$ cat config.mk
export PLATFORM = sky130hd
export DESIGN_NAME = alu_op_sequencer
export DESIGN_NICKNAME = d
export VERILOG_FILES = /design/src/rtl/alu_pkg.sv /design/src/rtl/alu_op_sequencer_prio_pick.sv /design/src/rtl/alu_op_sequencer.sv
export SDC_FILE = /design/constraint.sdc
export NUM_CORES = 1
export LEC_CHECK = 0
export BUFFER_PORTS_ARGS = -buffer_cell sky130_fd_sc_hd__buf_2
export CORE_MARGIN = 3
export CORE_UTILIZATION = 45
export DETAILED_ROUTE_END_ITERATION = 8
export PLACE_DENSITY = 0.72
export SLEW_MARGIN = 20
export SYNTH_ARGS = -nofsm -noshare
export SYNTH_HDL_FRONTEND = slang
export SYNTH_SLANG_ARGS = --single-unit
$ cat constraint.sdc
create_clock -name clk -period 2.2 [get_ports clk]
set_input_delay 0.33 -clock clk [delete_from_list [all_inputs] [get_ports clk]]
set_output_delay 0.33 -clock clk [all_outputs]
set_load 0.05 [all_outputs]
$ cat src/rtl/alu_pkg.sv
// Shared definitions for the ALU operation sequencer: FSM states, ALU status
// encoding and the one-hot ALU input-select codes.
package alu_pkg;

  typedef enum logic [2:0] {
    S_IDLE  = 3'd0,
    S_CLEAR = 3'd1,
    S_LOAD  = 3'd2,
    S_WAIT  = 3'd3,
    S_EMIT  = 3'd4,
    S_FIN   = 3'd5
  } state_e;

  localparam logic [1:0] ST_HOLD     = 2'b10;

  localparam logic [2:0] SEL_PERSIST = 3'b100;
  localparam logic [2:0] SEL_LOAD    = 3'b010;
  localparam logic [2:0] SEL_RESET   = 3'b001;
  localparam logic [2:0] SEL_NONE    = 3'b000;

endpackage

$ cat src/rtl/alu_op_sequencer_prio_pick.sv
// Priority picker: index of the highest set bit of a mask, with a flag when
// the mask is empty.
module prio_pick #(
  parameter int W = 7
) (
  input  logic [W-1:0] mask_i,
  output logic [2:0]   idx_o,
  output logic         none_o
);

  // Ascending scan so the last (highest) set bit wins.
  always_comb begin
    idx_o  = 3'd0;
    none_o = 1'b1;
    for (int i = 0; i < W; i++) begin
      if (mask_i[i]) begin
        idx_o  = 3'(i);
        none_o = 1'b0;
      end else begin
        idx_o  = idx_o;
        none_o = none_o;
      end
    end
  end

endmodule

$ cat src/rtl/alu_op_sequencer.sv
// Runs each selected ALU operation in turn, highest mask bit first, and hands
// every result out through a valid/ready port before pulsing done.
module alu_op_sequencer
  import alu_pkg::*;
#(
  parameter int WAIT_MAX = 16,
  parameter int OP_W     = 7
) (
  input  logic            clk,
  input  logic            rst,
  input  logic            start,
  input  logic [7:0]      op_a,
  input  logic [7:0]      op_b,
  input  logic [OP_W-1:0] op_mask,
  output logic            busy,
  output logic            alu_on,
  output logic [2:0]      alu_in_sel,
  output logic [7:0]      alu_num1,
  output logic [7:0]      alu_num2,
  output logic [OP_W-1:0] alu_out_sel,
  input  logic [7:0]      alu_out,
  input  logic [1:0]      alu_state,
  output logic            res_valid,
  input  logic            res_ready,
  output logic [7:0]      res_data,
  output logic [2:0]      res_op,
  output logic            res_err,
  output logic            done
);

  localparam int CW = $clog2(WAIT_MAX + 1);
  localparam logic [OP_W-1:0] ONE = {{(OP_W-1){1'b0}}, 1'b1};

  state_e          state_q, state_d;
  logic [7:0]      a_q, a_d, b_q, b_d;
  logic [OP_W-1:0] mask_q, mask_d;
  logic [2:0]      op_q, op_d;
  logic [CW-1:0]   cnt_q, cnt_d;
  logic [7:0]      data_q, data_d;
  logic            err_q, err_d;

  logic            busy_q, busy_d, alu_on_q, alu_on_d;
  logic [2:0]      in_sel_q, in_sel_d;
  logic [OP_W-1:0] out_sel_q, out_sel_d;
  logic            valid_q, valid_d, done_q, done_d;

  logic [2:0]      pick_idx_s;
  logic            pick_none_s;

  prio_pick #(.W(OP_W)) u_pick (
    .mask_i (mask_q),
    .idx_o  (pick_idx_s),
    .none_o (pick_none_s)
  );

  // Sequencer next-state and datapath capture.
  always_comb begin
    state_d = state_q;
    a_d     = a_q;
    b_d     = b_q;
    mask_d  = mask_q;
    op_d    = op_q;
    cnt_d   = cnt_q;
    data_d  = data_q;
    err_d   = err_q;
    case (state_q)
      S_IDLE: begin
        if (start) begin
          a_d     = op_a;
          b_d     = op_b;
          mask_d  = op_mask;
          state_d = (op_mask != '0) ? S_CLEAR : S_FIN;
        end else begin
          state_d = S_IDLE;
        end
      end
      S_CLEAR: begin
        op_d    = pick_idx_s;
        cnt_d   = '0;
        state_d = pick_none_s ? S_FIN : S_LOAD;
      end
      S_LOAD: state_d = S_WAIT;
      S_WAIT: begin
        if (alu_state == ST_HOLD) begin
          data_d  = alu_out;
          err_d   = 1'b0;
          state_d = S_EMIT;
        end else if (cnt_q == CW'(WAIT_MAX - 1)) begin
          data_d  = 8'h00;
          err_d   = 1'b1;
          state_d = S_EMIT;
        end else begin
          cnt_d   = cnt_q + CW'(1);
        end
      end
      S_EMIT: begin
        if (res_ready) begin
          mask_d  = mask_q & ~(ONE << op_q);
          state_d = (mask_d != '0) ? S_CLEAR : S_FIN;
        end else begin
          state_d = S_EMIT;
        end
      end
      S_FIN:   state_d = S_IDLE;
      default: state_d = S_IDLE;
    endcase
  end

  // Outputs are decoded from the next state so they register alongside it.
  always_comb begin
    busy_d    = (state_d != S_IDLE);
    alu_on_d  = (state_d == S_CLEAR) || (state_d == S_LOAD) || (state_d == S_WAIT);
    valid_d   = (state_d == S_EMIT);
    done_d    = (state_d == S_FIN);
    out_sel_d = '0;
    case (state_d)
      S_CLEAR: in_sel_d = SEL_RESET;
      S_LOAD:  in_sel_d = SEL_LOAD;
      S_WAIT:  in_sel_d = SEL_PERSIST;
      default: in_sel_d = SEL_NONE;
    endcase
    if ((state_d == S_LOAD) || (state_d == S_WAIT)) begin
      out_sel_d = ONE << op_d;
    end else begin
      out_sel_d = '0;
    end
  end

  // State, latched operands and registered outputs.
  always_ff @(posedge clk or posedge rst) begin
    if (rst) begin
      state_q   <= S_IDLE;
      a_q       <= 8'h00;
      b_q       <= 8'h00;
      mask_q    <= '0;
      op_q      <= 3'd0;
      cnt_q     <= '0;
      data_q    <= 8'h00;
      err_q     <= 1'b0;
      busy_q    <= 1'b0;
      alu_on_q  <= 1'b0;
      in_sel_q  <= SEL_NONE;
      out_sel_q <= '0;
      valid_q   <= 1'b0;
      done_q    <= 1'b0;
    end else begin
      state_q   <= state_d;
      a_q       <= a_d;
      b_q       <= b_d;
      mask_q    <= mask_d;
      op_q      <= op_d;
      cnt_q     <= cnt_d;
      data_q    <= data_d;
      err_q     <= err_d;
      busy_q    <= busy_d;
      alu_on_q  <= alu_on_d;
      in_sel_q  <= in_sel_d;
      out_sel_q <= out_sel_d;
      valid_q   <= valid_d;
      done_q    <= done_d;
    end
  end

  assign busy        = busy_q;
  assign alu_on      = alu_on_q;
  assign alu_in_sel  = in_sel_q;
  assign alu_num1    = a_q;
  assign alu_num2    = b_q;
  assign alu_out_sel = out_sel_q;
  assign res_valid   = valid_q;
  assign res_data    = data_q;
  assign res_op      = op_q;
  assign res_err     = err_q;
  assign done        = done_q;

endmodule

==> metrics.md <==
| Metric | Value |
|---|---|
| Status | `completed` |
| Root buffer cell | `clkbuf_8` |
| Routed len/inst | `14.3 um` |
| Crit path DAT | `2170 ps` |
| Residual DRC count | `0` |
| Area contributors post-synth | `dfrtp_1 56%, mux2_2 7.5%, a22o_1 5.9%, nor2_1 3.2%, o21ai_0 3.0%` |
| Least-Margin Pin Slew | `between 700 and 800 ps` |
| Die X | `81.1 um` |
| Bufs on Longest Clock Path | `2` |
| Flop-to-flop setup slack | `roughly 270 ps` |
| Synthesized area per cell | `11.3 um2` |
| P_sw | `2.75 mW` |
| First-pass GRT wire length | `about 8900 um` |
| Complex-gate fraction of the synthesized area | `15.7%` |
| Switch share | `between 40% and 50%` |
| Clk pwr share | `between 10% and 20%` |
| Slew margin rel. | `53.3%` |
| Async S/R FF share, synth | `100%` |
| Max-slew violation count | `0` |
| Comb pwr share | `about half` |
| Overall routing resource usage | `a little under a fifth` |
| Grt ovf | `0` |
| Initial antenna violation count | `0` |
| Portion of netlist area occupied by mux cells | `under 10%` |
| Pint | `between 3 and 4 mW` |
| RSZ-0062 raised after global routing | `no` |
| Final hold vios | `0` |
| Post-synthesis cell type count | `45` |
| DP HPWL | `between 3000 and 4000 um` |
| CTS tree | `yes` |
| Post-route antenna net violation count | `0` |
| GPL Wtd Cong | `approximately 0.84` |
| Largest net degree at the start of global routing | `between 50 and 60` |
| Setup CP Type | `reg -> reg` |
| Die area | `approximately 6600 um2` |
| Adder-Cell Fraction of Synth Area | `less than 1%` |
| Number of clock sinks | `57` |
| Clock skew | `approximately 8.5 ps` |
| Core area | `roughly 5300 um2` |
| Largest family of logic cells by synthesized area | `simple AND/OR/NAND/NOR gates` |
| First drt pass iteration count | `4` |
| Fin nets | `between 300 and 400` |
| Reg2Reg Depth | `7` |
| Top cell type's share of synthesized area | `approximately 56%` |
| DR iter-0 viols | `roughly 100` |
| Worst setup path endpoint | `alu_out_sel[5]$_DFF_PP0_` |
| Vias in the first global route | `about 1,900` |
| F_max | `around 0.52 GHz` |
| Reg2reg end | `alu_out_sel[5]$_DFF_PP0_` |
| Crit end category | `register` |
| Multi-input logic area | `1040 um2` |
| Synth Area in Simple Gates | `between 15 and 20%` |
| Max-cap violations | `0` |
| Crit path time final | `between 1500 and 2000 ps` |
| Final setup TNS | `0 ps` |
| CTS clk-pin slew, worst paths | `60 ps` |
| Mapped cell area | `2540 um2` |
| Hold crit path type | `in -> async` |
| Sequential area share after synthesis | `56.1%` |
| Sequential share of power | `30.9%` |
| Post-Route WL | `5500 um` |
| Ports | `79` |
| Die H | `around 81 um` |
| Synth area leader | `dfrtp_1` |
| Post-synth top cells | `57 x dfrtp_1, 22 x nor2_1, 17 x a22o_1, 17 x mux2_2, 15 x o21ai_0` |
| PwrDens | `approximately 1800 nW/um2` |
| Synth Area in XOR/XNOR | `0%` |
| Layout cell share with drive strength beyond 1 | `between 40% and 50%` |
| Lkg Pwr | `1.62 nW` |
| CTS Hold Bufs | `0` |
| Flops & latches, synth | `57` |
| Synth Warn # | `0` |
| Critical path required time | `2440 ps` |
| Row count | `26` |
| Fin crit share | `around 90%` |
| Cells after synthesis | `about 220` |
| Setup-failing EPs final | `0` |
| Via count of the routed design | `2,014` |
| Register Area | `roughly 1400 um2` |
| Setup Buffers After CTS | `0` |
| Num CTS Buffers | `9` |
| Critical register-to-register path startpoint | `cnt_q[0]$_DFFE_PP0P_` |
| Power, Total | `just under 6 mW` |
| I/O Buffers | `78` |
| Initial Utilization | `between 40% and 50%` |
| H-tree Lvls | `3` |
| Worst skew pair latency | `330 ps` |
| Placed insts | `~370` |
| EDFF count, synth | `0` |
| Area growth, synth to finish | `28.9%` |
| Worst setup SP type | `register` |
| Most used DFF post-synth | `dfrtp_1` |
| Ant diodes | `0` |
| Crit Path Max Fanout | `6` |
| Setup crit start | `cnt_q[0]$_DFFE_PP0P_` |
| Maximum VDD drop | `0.000979 V` |
| Most frequent cell after synthesis | `dfrtp_1` |
| Fillers | `about 450` |
| Synth Net Count | `263` |
| Via-per-instance ratio | `5.23` |
| Finished Layout Cells | `385` |
==> logic make-up (layout without fill, tap and decap cells) <==
| group | Yosys count | count (layout) |
|---|---|---|
| AND/OR/NAND/NOR | 73 | 73 |
| flip-flops | 57 | 57 |
| AO/OA/AOI/OAI | 56 | 56 |
| multiplexers | 18 | 18 |
| buffers and inverters | 18 | 109 |
| adder cells (fa/ha/maj) | 2 | 2 |
==> power groups by stage <==
stage | logic (mW) | clock network [mW] | registers [mW]
2_1_floorplan | 1.21 | 0 | 2.90
3_3_place_gp | 2.91 | 0 | 1.84
3_5_place_dp | 2.94 | 0 | 1.85
4_1_cts | 2.95 | 1.21 | 1.84
5_1_grt | 3.16 | 1.27 | 1.90
6_report | 2.93 | 1.18 | 1.84
==> area by class of cell <==
cell class	count	area share, %
Clock inverter	6	3.21
Inverter	7	0.802
Tap cell	70	2.67
Timing Repair Buffer	86	13.8
Multi-Input combinational cell	149	31.8
Sequential cell	57	43.5
Clock buffer	10	4.20
==> per-stage QoR <==
| step | util (%) | cell area, um2 | hold WS, ps | setup slack, ps |
|---|---|---|---|---|
| 2_1_floorplan | - | 2540 | 440 | 234 |
| 3_3_place_gp | 57.5 | 3030 | 476 | 169 |
| 3_5_place_dp | 57.5 | 3030 | 469 | 136 |
| 4_1_cts | 62.1 | 3270 | 204 | 129 |
| 5_1_grt | 62.2 | 3280 | 201 | 77.6 |
| 6_report | 62.2 | 3280 | 188 | 273 |
==> flip-flops by register name, summed over array words and instances, names as in the netlist <==
name	count
res_err	1
alu_num1	8
alu_on	1
res_data	8
alu_in_sel	3
alu_out_sel	7
mask_q	7
busy	1
state_q	3
cnt_q	5
done	1
alu_num2	8
res_valid	1
res_op	3
==> critical path: stages, from the launching register on <==
cell and delay (ps):
dfrtp_1 400, ha_1 220, and3_1 180, ha_1 220, o21ai_0 160, and3_2 270, a22oi_1 170, nor3b_1 220
==> metal layers <==
layer	up-vias	routed length, um	GRT usage [%]	share of wire (%)
met5	-	0	0	0
met3	8	491	7.76	8.9
met2	82	2360	26.3	43
li1	985	-	-	-
met1	939	2590	24.2	47
met4	0	64	6.59	1.2
==> placed cells by master, fill, tap and decap left out, types with 2 or more instances in the layout <==
cell type / synthesis / layout
and3_1: 3 / 2
or3_1: 2 / 2
nand2_1: 7 / 7
clkbuf_8: 0 / 10
ha_1: 2 / 2
clkinv_2: 0 / 3
mux2_2: 17 / 17
o21a_1: 2 / 2
a21oi_1: 7 / 7
nor4_1: 2 / 2
buf_2: 5 / 78
buf_4: 0 / 8
bufinv_16: 0 / 3
nand2b_1: 4 / 4
nor2_1: 22 / 22
or2_2: 2 / 2
nand4_1: 2 / 2
nand3_1: 6 / 6
a22o_1: 17 / 17
dfrtp_1: 57 / 57
nor2b_1: 2 / 2
nor3_1: 7 / 7
o21ai_0: 15 / 14
nor4bb_1: 2 / 2
and2_1: 3 / 3
inv_1: 7 / 6
o22a_1: 2 / 2
nor3b_1: 2 / 2
a21o_1: 2 / 2
==> how the worst min path moves through the flow <==
| stage | from | end | slack [ps] |
|---|---|---|---|
| 2_1_floorplan | cnt_q[3]$_DFFE_PP0P_ | cnt_q[3]$_DFFE_PP0P_ | 440 |
| 5_1_grt | op_a[2] | alu_num1[2]$_DFFE_PP0P_ | 200 |
| 4_1_cts | rst | alu_num2[3]$_DFFE_PP0P_ | 200 |
| 6_report | rst | alu_in_sel[0]$_DFF_PP0_ | 190 |
| 3_5_place_dp | cnt_q[3]$_DFFE_PP0P_ | cnt_q[3]$_DFFE_PP0P_ | 470 |
| 3_3_place_gp | cnt_q[3]$_DFFE_PP0P_ | cnt_q[3]$_DFFE_PP0P_ | 480 |
==> repair_timing <==
item / 4_1_cts / 5_1_grt
gates resized for setup: 0 / 2
hold endpoints to repair: 0 / 0
endpoints found under the setup margin: 0 / 3
No activity file was read; power rests on OpenSTA's default activity.
